**config.mk**
```make
export PLATFORM = sky130hd
export DESIGN_NAME = ram_sdp_clr
export DESIGN_NICKNAME = d
export VERILOG_FILES = /design/src/rtl/ram_sdp_clr.sv
export SDC_FILE = /design/constraint.sdc
export NUM_CORES = 1
export LEC_CHECK = 0
export ABC_AREA = 1
export BUFFER_PORTS_ARGS = -buffer_cell sky130_fd_sc_hd__clkbuf_2
export CORE_ASPECT_RATIO = 0.7
export CORE_MARGIN = 1.5
export CORE_UTILIZATION = 38
export DETAILED_ROUTE_END_ITERATION = 12
export GPL_TIMING_DRIVEN = 0
export PLACE_DENSITY_LB_ADDON = 0.08
export SLEW_MARGIN = 20
export SYNTH_ARGS = -nofsm -noshare
export SYNTH_HDL_FRONTEND = slang
export SYNTH_SLANG_ARGS = --single-unit
```
**constraint.sdc**
```tcl
create_clock -name clk -period 3 [get_ports clk]
set_clock_uncertainty 0.05 [all_clocks]
set_input_delay 0.3 -clock clk [delete_from_list [all_inputs] [get_ports clk]]
set_output_delay 0.3 -clock clk [all_outputs]
set_load 0.02 [all_outputs]
```
**src/rtl/ram_sdp_clr.sv**
```systemverilog
// Simple-dual-port synchronous RAM with per-byte write enables, optional
// output register, write-first read-during-write and a hardware clear sweep
// that initialises every word after reset or on request.
module ram_sdp_clr #(
   parameter int unsigned         DATA_W  = 8,
   parameter int unsigned         ADDR_W  = 6,
   parameter int unsigned         DEPTH   = 64,
   parameter int unsigned         OUT_REG = 0,
   parameter logic [DATA_W-1:0]   CLR_VAL = '0
) (
   input  logic                   clk,
   input  logic                   rst,
   input  logic                   write_en,
   input  logic [ADDR_W-1:0]      wr_addr,
   input  logic [DATA_W-1:0]      data_in,
   input  logic [DATA_W/8-1:0]    byte_en,
   input  logic                   read_en,
   input  logic [ADDR_W-1:0]      rd_addr,
   input  logic                   clear,
   output logic [DATA_W-1:0]      data_out,
   output logic                   rd_valid,
   output logic                   init_busy
);

   localparam int                 LANES   = int'(DATA_W / 8);
   localparam logic [ADDR_W:0]    DEPTH_C = (ADDR_W + 1)'(DEPTH);
   localparam logic [ADDR_W-1:0]  LAST_C  = ADDR_W'(DEPTH - 1);

   typedef enum logic [0:0] {
      ST_CLEAR = 1'b0,
      ST_READY = 1'b1
   } state_t;

   state_t              state_q, state_d;
   logic [ADDR_W-1:0]   cnt_q, cnt_d;
   logic                busy_q, busy_d;

   logic [DATA_W-1:0]   mem_q [DEPTH];

   logic                accept_s;
   logic                wr_in_range_s;
   logic                rd_in_range_s;
   logic                wr_ok_s;
   logic                rd_ok_s;
   logic [DATA_W-1:0]   rd_word_s;

   logic                s1_valid_q, s1_valid_d;
   logic [DATA_W-1:0]   s1_data_q, s1_data_d;

   // Request qualification: nothing is accepted while sweeping or on a clear cycle.
   always_comb begin
      accept_s      = (state_q == ST_READY) && !clear;
      wr_in_range_s = ({1'b0, wr_addr} < DEPTH_C);
      rd_in_range_s = ({1'b0, rd_addr} < DEPTH_C);
      wr_ok_s       = accept_s && write_en && wr_in_range_s;
      rd_ok_s       = accept_s && read_en;
   end

   // Sweep/ready sequencing: next state, sweep address and busy flag.
   always_comb begin
      state_d = state_q;
      cnt_d   = cnt_q;
      case (state_q)
         ST_CLEAR: begin
            if (cnt_q == LAST_C) begin
               state_d = ST_READY;
               cnt_d   = '0;
            end else begin
               cnt_d   = cnt_q + ADDR_W'(1);
            end
         end
         ST_READY: begin
            if (clear) begin
               state_d = ST_CLEAR;
               cnt_d   = '0;
            end else begin
               state_d = ST_READY;
            end
         end
         default: begin
            state_d = ST_CLEAR;
            cnt_d   = '0;
         end
      endcase
      busy_d = (state_d == ST_CLEAR);
   end

   // Control registers; reset restarts the sweep from address 0.
   always_ff @(posedge clk) begin
      if (rst) begin
         state_q <= ST_CLEAR;
         cnt_q   <= '0;
         busy_q  <= 1'b1;
      end else begin
         state_q <= state_d;
         cnt_q   <= cnt_d;
         busy_q  <= busy_d;
      end
   end

   // Storage array: sweep writes CLR_VAL, normal writes update enabled lanes only.
   always_ff @(posedge clk) begin
      if (!rst) begin
         if (state_q == ST_CLEAR) begin
            mem_q[cnt_q] <= CLR_VAL;
         end else if (wr_ok_s) begin
            for (int i = 0; i < LANES; i++) begin
               if (byte_en[i]) begin
                  mem_q[wr_addr][8*i +: 8] <= data_in[8*i +: 8];
               end
            end
         end
      end
   end

   // Read word with write-first merge of lanes being written this cycle.
   always_comb begin
      rd_word_s = '0;
      if (rd_in_range_s) begin
         rd_word_s = mem_q[rd_addr];
         for (int i = 0; i < LANES; i++) begin
            if (wr_ok_s && (wr_addr == rd_addr) && byte_en[i]) begin
               rd_word_s[8*i +: 8] = data_in[8*i +: 8];
            end else begin
               rd_word_s[8*i +: 8] = mem_q[rd_addr][8*i +: 8];
            end
         end
      end else begin
         rd_word_s = '0;
      end
   end

   // First read stage next values: capture on accepted read, otherwise hold.
   always_comb begin
      s1_valid_d = rd_ok_s;
      if (rd_ok_s) begin
         s1_data_d = rd_word_s;
      end else begin
         s1_data_d = s1_data_q;
      end
   end

   // First read stage registers.
   always_ff @(posedge clk) begin
      if (rst) begin
         s1_valid_q <= 1'b0;
         s1_data_q  <= '0;
      end else begin
         s1_valid_q <= s1_valid_d;
         s1_data_q  <= s1_data_d;
      end
   end

   generate
      if (OUT_REG != 0) begin : g_out_reg
         logic                s2_valid_q, s2_valid_d;
         logic [DATA_W-1:0]   s2_data_q, s2_data_d;

         // Second read stage next values; completes reads regardless of state.
         always_comb begin
            s2_valid_d = s1_valid_q;
            if (s1_valid_q) begin
               s2_data_d = s1_data_q;
            end else begin
               s2_data_d = s2_data_q;
            end
         end

         // Second read stage registers.
         always_ff @(posedge clk) begin
            if (rst) begin
               s2_valid_q <= 1'b0;
               s2_data_q  <= '0;
            end else begin
               s2_valid_q <= s2_valid_d;
               s2_data_q  <= s2_data_d;
            end
         end

         assign data_out = s2_data_q;
         assign rd_valid = s2_valid_q;
      end else begin : g_no_out_reg
         assign data_out = s1_data_q;
         assign rd_valid = s1_valid_q;
      end
   endgenerate

   assign init_busy = busy_q;

endmodule

```
After elaboration in Yosys (flattened, before gate mapping)
Memory sizes are Yosys's and may differ from the RTL's. A register that Yosys moved wholly into a read port is not among the register bits.
Index checks and enable logic that the tools add are counted.

word-level totals
  bits in registers = 9
  latch bits = 0
  RAM bits = 512
  memory bits (read-only) = 0
  input bits = 26
  output and inout port bits = 10
  logic and storage cells = 32
  memories kept = 1

memories
  name   depth  bits a word  read ports  clocked after memory_dff  wr ports  line  source
  mem_q  64     8            1           1                         1         38    logic [DATA_W-1:0] mem_q [DEPTH];

operators by class
  add/sub/neg operators = 1
  multipliers = 0
  divide/modulo/power cells = 0
  magnitude comparators = 0
  equality and inequality tests = 2
  shift-type cells = 0
  muxes and demuxes = 17
  bitwise logic cells = 2
  reduce and logical (&&, ||, !) cells = 5

operator list
  kind                                          count
  two-way mux 6 bit                             3
  one-hot mux 6 bit (2 select lines)            1
  two-way mux 1 bit                             11
  two-way mux 8 bit                             1
  OR reduction 8 bit                            1
  adder 6 x 1 -> 6 bit, second input constant   1
  == test 6 bit, second input constant          1
  logical AND 1 bit                             3
  inequality test 2 bit, second input constant  1
  inverter 1 bit                                2
  one-hot mux 1 bit (2 select lines)            1
  zero test 1 bit                               1

Logic depth before layout (Yosys ltp)
Gate-level depths: netlist of run 1.

  depth in word-level cells = 9
  mapped depth = 14
  gate-level depth less buffers = 14

Worst setup path after synthesis of run 1
Ideal clock, no wire load.

  path type = input -> register
  from = input rst
  to = memory mem_q[40][0] (enable)
  library setup time = 0.395 ns
  arrival = 2.200 ns
  data required time = 2.555 ns
  path slack = 0.356 ns
  cell stages on the path = 9
  buffers on the path = 2
  cells stage by stage = buf_2 -> nor2_2 -> buf_4 -> nand3_1 -> nand2_1 -> inv_1 -> nor2_1 -> nand3_1 -> nor4_1

on the way
  cells in the longest elaborated chain, start to end = 4
  elaborated cells between the ends (all ways) = 7
  classes of those cells = mux: 6; reduce/logical: 1

ends and longest elaborated chain
  item                                                                     line  source
  start, declared                                                          12    input logic rst,
  two-way mux 1 bit                                                        103   if (!rst) begin
  two-way mux 1 bit (not written as such)                                  109   mem_q[wr_addr][8*i +: 8] <= data_in[8*i +: 8];
  OR reduction 8 bit (no line)                                             n/a
  two-way mux 6 bit (no line) / two-way mux 1 bit (equally long branches)  n/a
  end, declared                                                            38

Parallel ways exist; a longest one is shown, timed or not.

Worst setup path after layout of run 1
  from = register state_q
  to = memory mem_q[37][6] (enable)

on the way
  cells in the longest elaborated chain, start to end = 8
  elaborated cells between the ends (all ways) = 12
  classes of those cells = mux: 9; reduce/logical: 3

ends and longest elaborated chain
  item                                                                     line  source
  start, declared                                                          34    state_t state_q, state_d;
  start signal, assigned                                                   95    state_q <= state_d;
  logical AND 1 bit                                                        52    accept_s = (state_q == ST_READY) && !clear;
  logical AND 1 bit                                                        55    wr_ok_s = accept_s && write_en && wr_in_range_s;
  two-way mux 1 bit                                                        106   end else if (wr_ok_s) begin
  two-way mux 1 bit                                                        104   if (state_q == ST_CLEAR) begin
  two-way mux 1 bit                                                        103
  two-way mux 1 bit (not written as such)                                  109
  OR reduction 8 bit (no line)                                             n/a
  two-way mux 6 bit (no line) / two-way mux 1 bit (equally long branches)  n/a

Parallel ways exist; a longest one is shown, timed or not.

==> qor.yml, run 1 <==
worst_setup_path:
  rrSetupSlack_ns: -0.08
  path_max_fanout: 10
  critPathCaptureType: "register"
  critPathLaunch: "state_q"
  cpMostUsedCell: "nand2_1"
  cp_slowest_cell: "nand3_2"
  critical_path.top_delay_family: "simple AND/OR/NAND/NOR gates"
  critPathMaxStageDelay_ns: 0.45
  worst-setup-path-type: "register to register"
  required_ns: 3.25
  crit_path_start_kind: "register"
  r2r_start: "state_q"
  crit_path_cell_trace: "inv_2 > nor2_8 > nand2_4 > buf_6 > nand2_1 > nand2_1 > inv_1 > nor2_1 > nand3_2 > nor2_4 > buf_12"
  critPathBufInv: 4
  arrival_ns: 3.34
synthesis:
  syn_area_sq_um: 22000
  synth.top_cell.area_share_pct: 69.9
  async_reset_ff_share_pct: 0
  yosys.cell_types.count: 32
  synth_seq_area_share_pct: 71.4
  avgSynthCellArea_sq_um: 11.1
  ys.flop_type: "edfxtp_1"
  synth_area_leader_cell: "edfxtp_1"
  syn-num-nets: 2004
  synth.area.top_cells: "edfxtp_1, nand2_1, nand3_1"
  ys_ff_latch: 529
  netlist_instances: 1977
  yosysWarnings: 0
  synth_edf_count: 512
power:
  irDropWorstVdd_v: 0.000347
  p_leak_nw: 9.82
  cellPowerDensity_nw_per_um2: 589
global_routing:
  antenna_found_initial: 1
  grt_start_max_net_pins: 58
  grt_util_all_layers_pct: 25.0
  grt_pass1_vias: 14300
  grt_pass1_wl_microns: 105000
  gr-total-overflow: 0
route:
  avgViaCountPerCell: 5.43
  route.detailed.drc: 0
  wl_microns: 74300
  dr.pass1.iters: 7
  drt_iter0_markers: 1884
  vias: 15800
  ant_nets: 0
  post_drt_wl_per_cell_microns: 25.6
placement:
  place_inst: 2770
  dpl.hpwl_microns: 50700
  gp_congestion: 0.989
  dp_slack_ns: -0.664
  port_buffers: 29
cells_and_area:
  final_cell_mix: "nand2_1, edfxtp_1, nand3_1"
  diodes: 0
  area_growth_pct: 18.1
  layout_commonest_cell: "nand2_1"
  fin_cells: 2906
  nets: 2139
  drive_gt1_share_pct: 12.7
floorplan:
  die-area_sq_um: 59400
  top_level_ports: 36
  die_y_microns: 204
  rows: 73
  die_w_microns: 291
  core_sq_um: 57000
  initial_core_util_pct: 38.6
clock_tree:
  cts_tree: "done"
  htreeDepth: 2
  cts_root_buffer: "clkbuf_16"
  clock_path_buffers: 3
  cts_buffers: 53
  clock_insertion_delay_worst_skew_ns: 0.61
  cts.sinks: 529
  clk_pin_slew_worst_paths_ns: 0.06
timing:
  relSlewSlack_pct: 33.4
  final.min_clock_period_ns: 3.08
  fmax_mhz: 324
  rsz0062_at_grt: "yes"
  setup_ws_ns: -0.0850
  setup_viol: 101
  worstMarginPinSlew_ns: 0.998
  hold_viol_final: 0
  drv_slew: 0
  period_share_pct: 103
status:
  violations: "setup timing"
  status: "finished, violations left"
min_path:
  min-delay-start: "clear"
  hp-class: "input pin to register"
run:
  max_cap_viol_count: 0
[flip-flops by register name (all words and copies together), names as in the netlist]
| name | cells |
|---|---|
| cnt_q | 6 |
| data_out | 8 |
| init_busy | 1 |
| mem_q | 512 |
| rd_valid | 1 |
| state_q | 1 |
[worst reg2reg max path, delay by kind of cell (launching register included)]
kind	cells	cell delay, ns
buffers and inverters	4	0.70
flip-flops	1	0.35
AND/OR/NAND/NOR	7	1.68
[final cells by class]
| type | count | area (sq um) |
|---|---|---|
| multi-input cells | 1291 | 6120 |
| plain buffers | 118 | 485 |
| repair buffers | 80 | 931 |
| inverters | 39 | 175 |
| clock inverters | 23 | 169 |
| well taps | 750 | 938 |
| flip-flops and latches | 529 | 15700 |
| clock buffers | 76 | 1450 |
| fillers | 5328 | 31000 |
[metal layers]
layer,up-vias,share of wire [%],routed length [microns],GRT usage [%]
met5,-,0,0,0.407
met4,0,2.2,1650,6.47
met3,84,8.8,6510,4.65
met2,646,40,29800,34.5
met1,7857,49,36200,39.7
li1,7188,-,-,-
[metrics by stage]
stage	setup TNS [ns]	power, W	utilization [%]	instance area [sq um]	hold WS, ns
2_1_floorplan	0	0.00863	-	22000	0.384
3_3_place_gp	-474.33	0.00900	40.5	23100	0.418
3_5_place_dp	-167.42	0.00900	41.1	23400	0.410
4_1_cts	-55.15	0.0153	44.5	25400	0.00125
5_1_grt	-39.41	0.0157	45.6	26000	0.0341
6_report	-4.70	0.0153	45.6	26000	0.0246
[kinds of logic (layout without fill, tap and decap cells)]
family / Yosys count / after routing / synth area share (%)
simple gates: 1262 / 1262 / 24.8
fa+ha+maj: 1 / 1 / 0.0569
flops: 529 / 529 / 71.4
compound gates: 28 / 28 / 0.831
buf+inv: 157 / 336 / 2.87
[synth_stat cells, drive strengths merged, types with 5 or more instances]
master  count
nor2       71
dfxtp      17
nor4        5
nand4       5
nand3     468
buf        43
nor3        6
edfxtp    512
clkbuf     75
a21oi      21
nand2     706
inv        36
[worst paths after layout]
| check | end | depth (start not counted) |
|---|---|---|
| worst max-delay path | mem_q[37][6] | 11 |
| worst max register to register | mem_q[37][6] | 11 |
| worst min register to register | cnt_q[4] | 1 |
| worst min-delay path | state_q | 4 |
[where the power goes]
group          switching (W)  total [W]  internal [W]
clock network        0.00288    0.00642       0.00354
logic               0.000685   0.000890      0.000205
registers         0.00000896    0.00801       0.00800
total                0.00357     0.0153        0.0117
[timing repair]
| item | 4_1_cts | 5_1_grt |
|---|---|---|
| buffers inserted | 9 | 26 |
| cloned | 0 | 0 |
| hold buffers | 2 | 0 |
| endpoints found under the hold margin | 4 | 0 |
| pin swaps | 5 | 22 |
| setup endpoints to repair | 448 | 429 |
| gates resized for setup | 75 | 46 |
No activity file was read; power rests on OpenSTA's default activity.
==> inputs of run 2 (changes only) <==
--- a/config.mk
+++ b/config.mk
@@ -8,7 +8,6 @@
 export ABC_AREA = 1
 export BUFFER_PORTS_ARGS = -buffer_cell sky130_fd_sc_hd__clkbuf_2
 export CORE_ASPECT_RATIO = 0.7
-export CORE_MARGIN = 1.5
 export CORE_UTILIZATION = 38
 export DETAILED_ROUTE_END_ITERATION = 12
 export GPL_TIMING_DRIVEN = 0
==> run 2 against run 1 <==
Against the previous run:
- the flow still finishes with violations (setup timing)
- critical path depth down 3
- routed wire length grew 0.55%
- sequential share of layout area shrank 0.10 points
- cell area grew 0.17%
- total power fell by 2.0%
- clock power decreased by 4.8%
- first-iteration DRC count fell by 12%
- critical endpoint is now mem_q[16][5]
- fmax is 1.1% higher
- via count is the same
- largest power group unchanged
- final cell count is the same
- setup slack gained 0.035 ns
- clock-buffer cell count fell by 8
==> qor.yml, run 2 (synthesized netlist as in run 1, its figures left out) <==
route:
  drt_iter0_markers: 1661  # was 1884
  dr.pass1.iters: 6  # was 7
  route.detailed.drc: 0  # unchanged
  post_drt_wl_per_cell_microns: 25.7  # was 25.6 microns
  avgViaCountPerCell: 5.43  # unchanged
  vias: 15800  # unchanged
  ant_nets: 0  # unchanged
  wl_microns: 74700  # was 74300 microns
worst_setup_path:
  r2r.worst_path.cells: 8  # was 11
  required_ns: 3.21  # was 3.25 ns
  crit_path_start_kind: "register"  # unchanged
  path_max_fanout: 9  # was 10
  r2r_end: "mem_q[16][5]"  # was mem_q[37][6]
  arrival_ns: 3.26  # was 3.34 ns
  rrSetupSlack_ns: -0.05  # was -0.08 ns
  critPathCaptureType: "register"  # unchanged
  r2r_start: "state_q"  # unchanged
  worst-setup-path-type: "register to register"  # unchanged
min_path:
  min_path_cells: 4  # unchanged
  hp-class: "input pin to register"  # unchanged
  min-delay-start: "clear"  # unchanged
  hold_end: "state_q"  # unchanged
timing:
  relSlewSlack_pct: 32.0  # was 33.4%
  drv_slew: 0  # unchanged
  rsz0062_at_grt: "yes"  # unchanged
  hold_viol_final: 0  # unchanged
  final.min_clock_period_ns: 3.05  # was 3.08 ns
  worstMarginPinSlew_ns: 1.02  # was 0.998 ns
  setup_ws_ns: -0.0501  # was -0.0850 ns
  period_share_pct: 102  # was 103%
  setup_viol: 31  # was 101
  fmax_mhz: 328  # was 324 MHz
  tns_ns: -0.719  # was -4.70 ns
cells_and_area:
  area_growth_pct: 18.4  # was 18.1%
  layout_commonest_cell: "nand2_1"  # unchanged
  multiInputGateArea_sq_um: 6200  # was 6120 sq um
  fillCellCount: 5250  # was 5328
  regArea_sq_um: 15700  # unchanged
  top_register: "mem_q"  # unchanged
  fin_cells: 2906  # unchanged
  final_cell_mix: "nand2_1, edfxtp_1, nand3_1"  # unchanged
  largest_register_ffs: 512  # unchanged
  nets: 2144  # was 2139
  drive_gt1_share_pct: 12.9  # was 12.7%
power:
  power_w: 0.0150  # was 0.0153 W
  p_leak_nw: 9.82  # about the same
  cellPowerDensity_nw_per_um2: 577  # was 589 nW/um^2
  irDropWorstVdd_v: 0.000377  # was 0.000347 V
status:
  violations: "setup timing"  # unchanged
  status: "finished, violations left"  # unchanged
global_routing:
  grt_pass1_wl_microns: 105000  # about the same
  gr-total-overflow: 0  # unchanged
  grt_start_max_net_pins: 61  # was 58
  grt_pass1_vias: 14500  # was 14300
  antenna_found_initial: 2  # was 1
  grt_util_all_layers_pct: 25.5  # was 25.0%
floorplan:
  rows: 73  # unchanged
  top_level_ports: 36  # unchanged
  initial_core_util_pct: 38.6  # unchanged
  die_y_microns: 203  # was 204 microns
  die_w_microns: 290  # was 291 microns
  die-area_sq_um: 58900  # was 59400 sq um
  core_sq_um: 57000  # unchanged
placement:
  port_buffers: 29  # unchanged
  place_inst: 2771  # was 2770
  dp_slack_ns: -0.591  # was -0.664 ns
  dpl.hpwl_microns: 50900  # was 50700 microns
  gp_congestion: 0.956  # was 0.989
clock_tree:
  clock_insertion_delay_worst_skew_ns: 0.61  # about the same
  cts.sinks: 529  # unchanged
  cts_root_buffer: "clkbuf_16"  # unchanged
  clk_pin_slew_worst_paths_ns: 0.06  # about the same
  htreeDepth: 2  # unchanged
  clock_path_buffers: 3  # unchanged
  cts_tree: "done"  # unchanged
  cts_buffers: 53  # unchanged
run:
  max_cap_viol_count: 0  # unchanged
[run 2: changes by cell type in the layout (fill, tap and decap cells not counted), sizes merged]
cell      change
clkbuf        -8
buf           +5
clkinv        +4
bufinv        -2
clkinvlp      +1
diode         +1
inv           -1
[run 2: how the worst max path moves through the flow]
| stage | from | endpoint | slack [ns] | depth (start not counted) |
|---|---|---|---|---|
| after floorplan | rst | mem_q[40][0] | 0.36 | 9 |
| after global placement | rst | mem_q[44][4] | -0.97 | 9 |
| after detailed placement | state_q | mem_q[59][2] | -0.59 | 9 |
| after CTS | state_q | mem_q[56][2] | -0.36 | 9 |
| after global routing | state_q | mem_q[27][2] | -0.17 | 8 |
| final | state_q | mem_q[16][5] | -0.05 | 8 |
[run 2: report_power, final]
part           switching, W  internal [W]  leakage (nW)
registers        0.00000906       0.00800          5.87
clock network       0.00283       0.00328         0.741
logic              0.000694      0.000206          3.20
[run 2: timing repair]
action | 4_1_cts | 5_1_grt
pin swaps | 4 | 26
buffers inserted | 9 | 30
setup endpoints to repair | 456 | 393
hold buffers | 2 | 0
resized for setup | 76 | 56
hold endpoints to repair | 4 | 0
[run 2: worst max-delay path: stages (launching register included)]
cell	delay (ns)
dfxtp_1	0.42
inv_2	0.11
nor2_8	0.17
nand2_4	0.07
nand2_1	0.12
nand2_1	0.25
inv_1	0.21
nand3_1	0.67
nor2_4	0.62
[run 2: area by class of cell]
class,instances,area share (%)
Buffer,118,1.86
Multi-Input combinational cell,1291,23.8
Clock buffer,68,5.39
Tap cell,750,3.60
Antenna cell,1,0.00961
Timing Repair Buffer,85,3.82
Sequential cell,529,60.4
Inverter,39,0.673
Clock inverter,25,0.457
[run 2: metrics by stage]
stage | hold slack [ns] | instance area, sq um | utilization [%]
6_report | 0.0382 | 26000 | 45.7
5_1_grt | 0.0491 | 26000 | 45.7
2_1_floorplan | 0.384 | 22000 | -
3_3_place_gp | 0.416 | 23100 | 40.5
3_5_place_dp | 0.424 | 23400 | 41.1
4_1_cts | 0.0111 | 25300 | 44.3
[run 2: metal layers]
layer | part of all wire, % | up-vias | track usage, %
met5 | 0 | - | 0
met4 | 1.9 | 0 | 6.06
met3 | 9.7 | 96 | 6.11
met2 | 40 | 676 | 34.6
met1 | 48 | 7802 | 40.5
li1 | - | 7201 | -
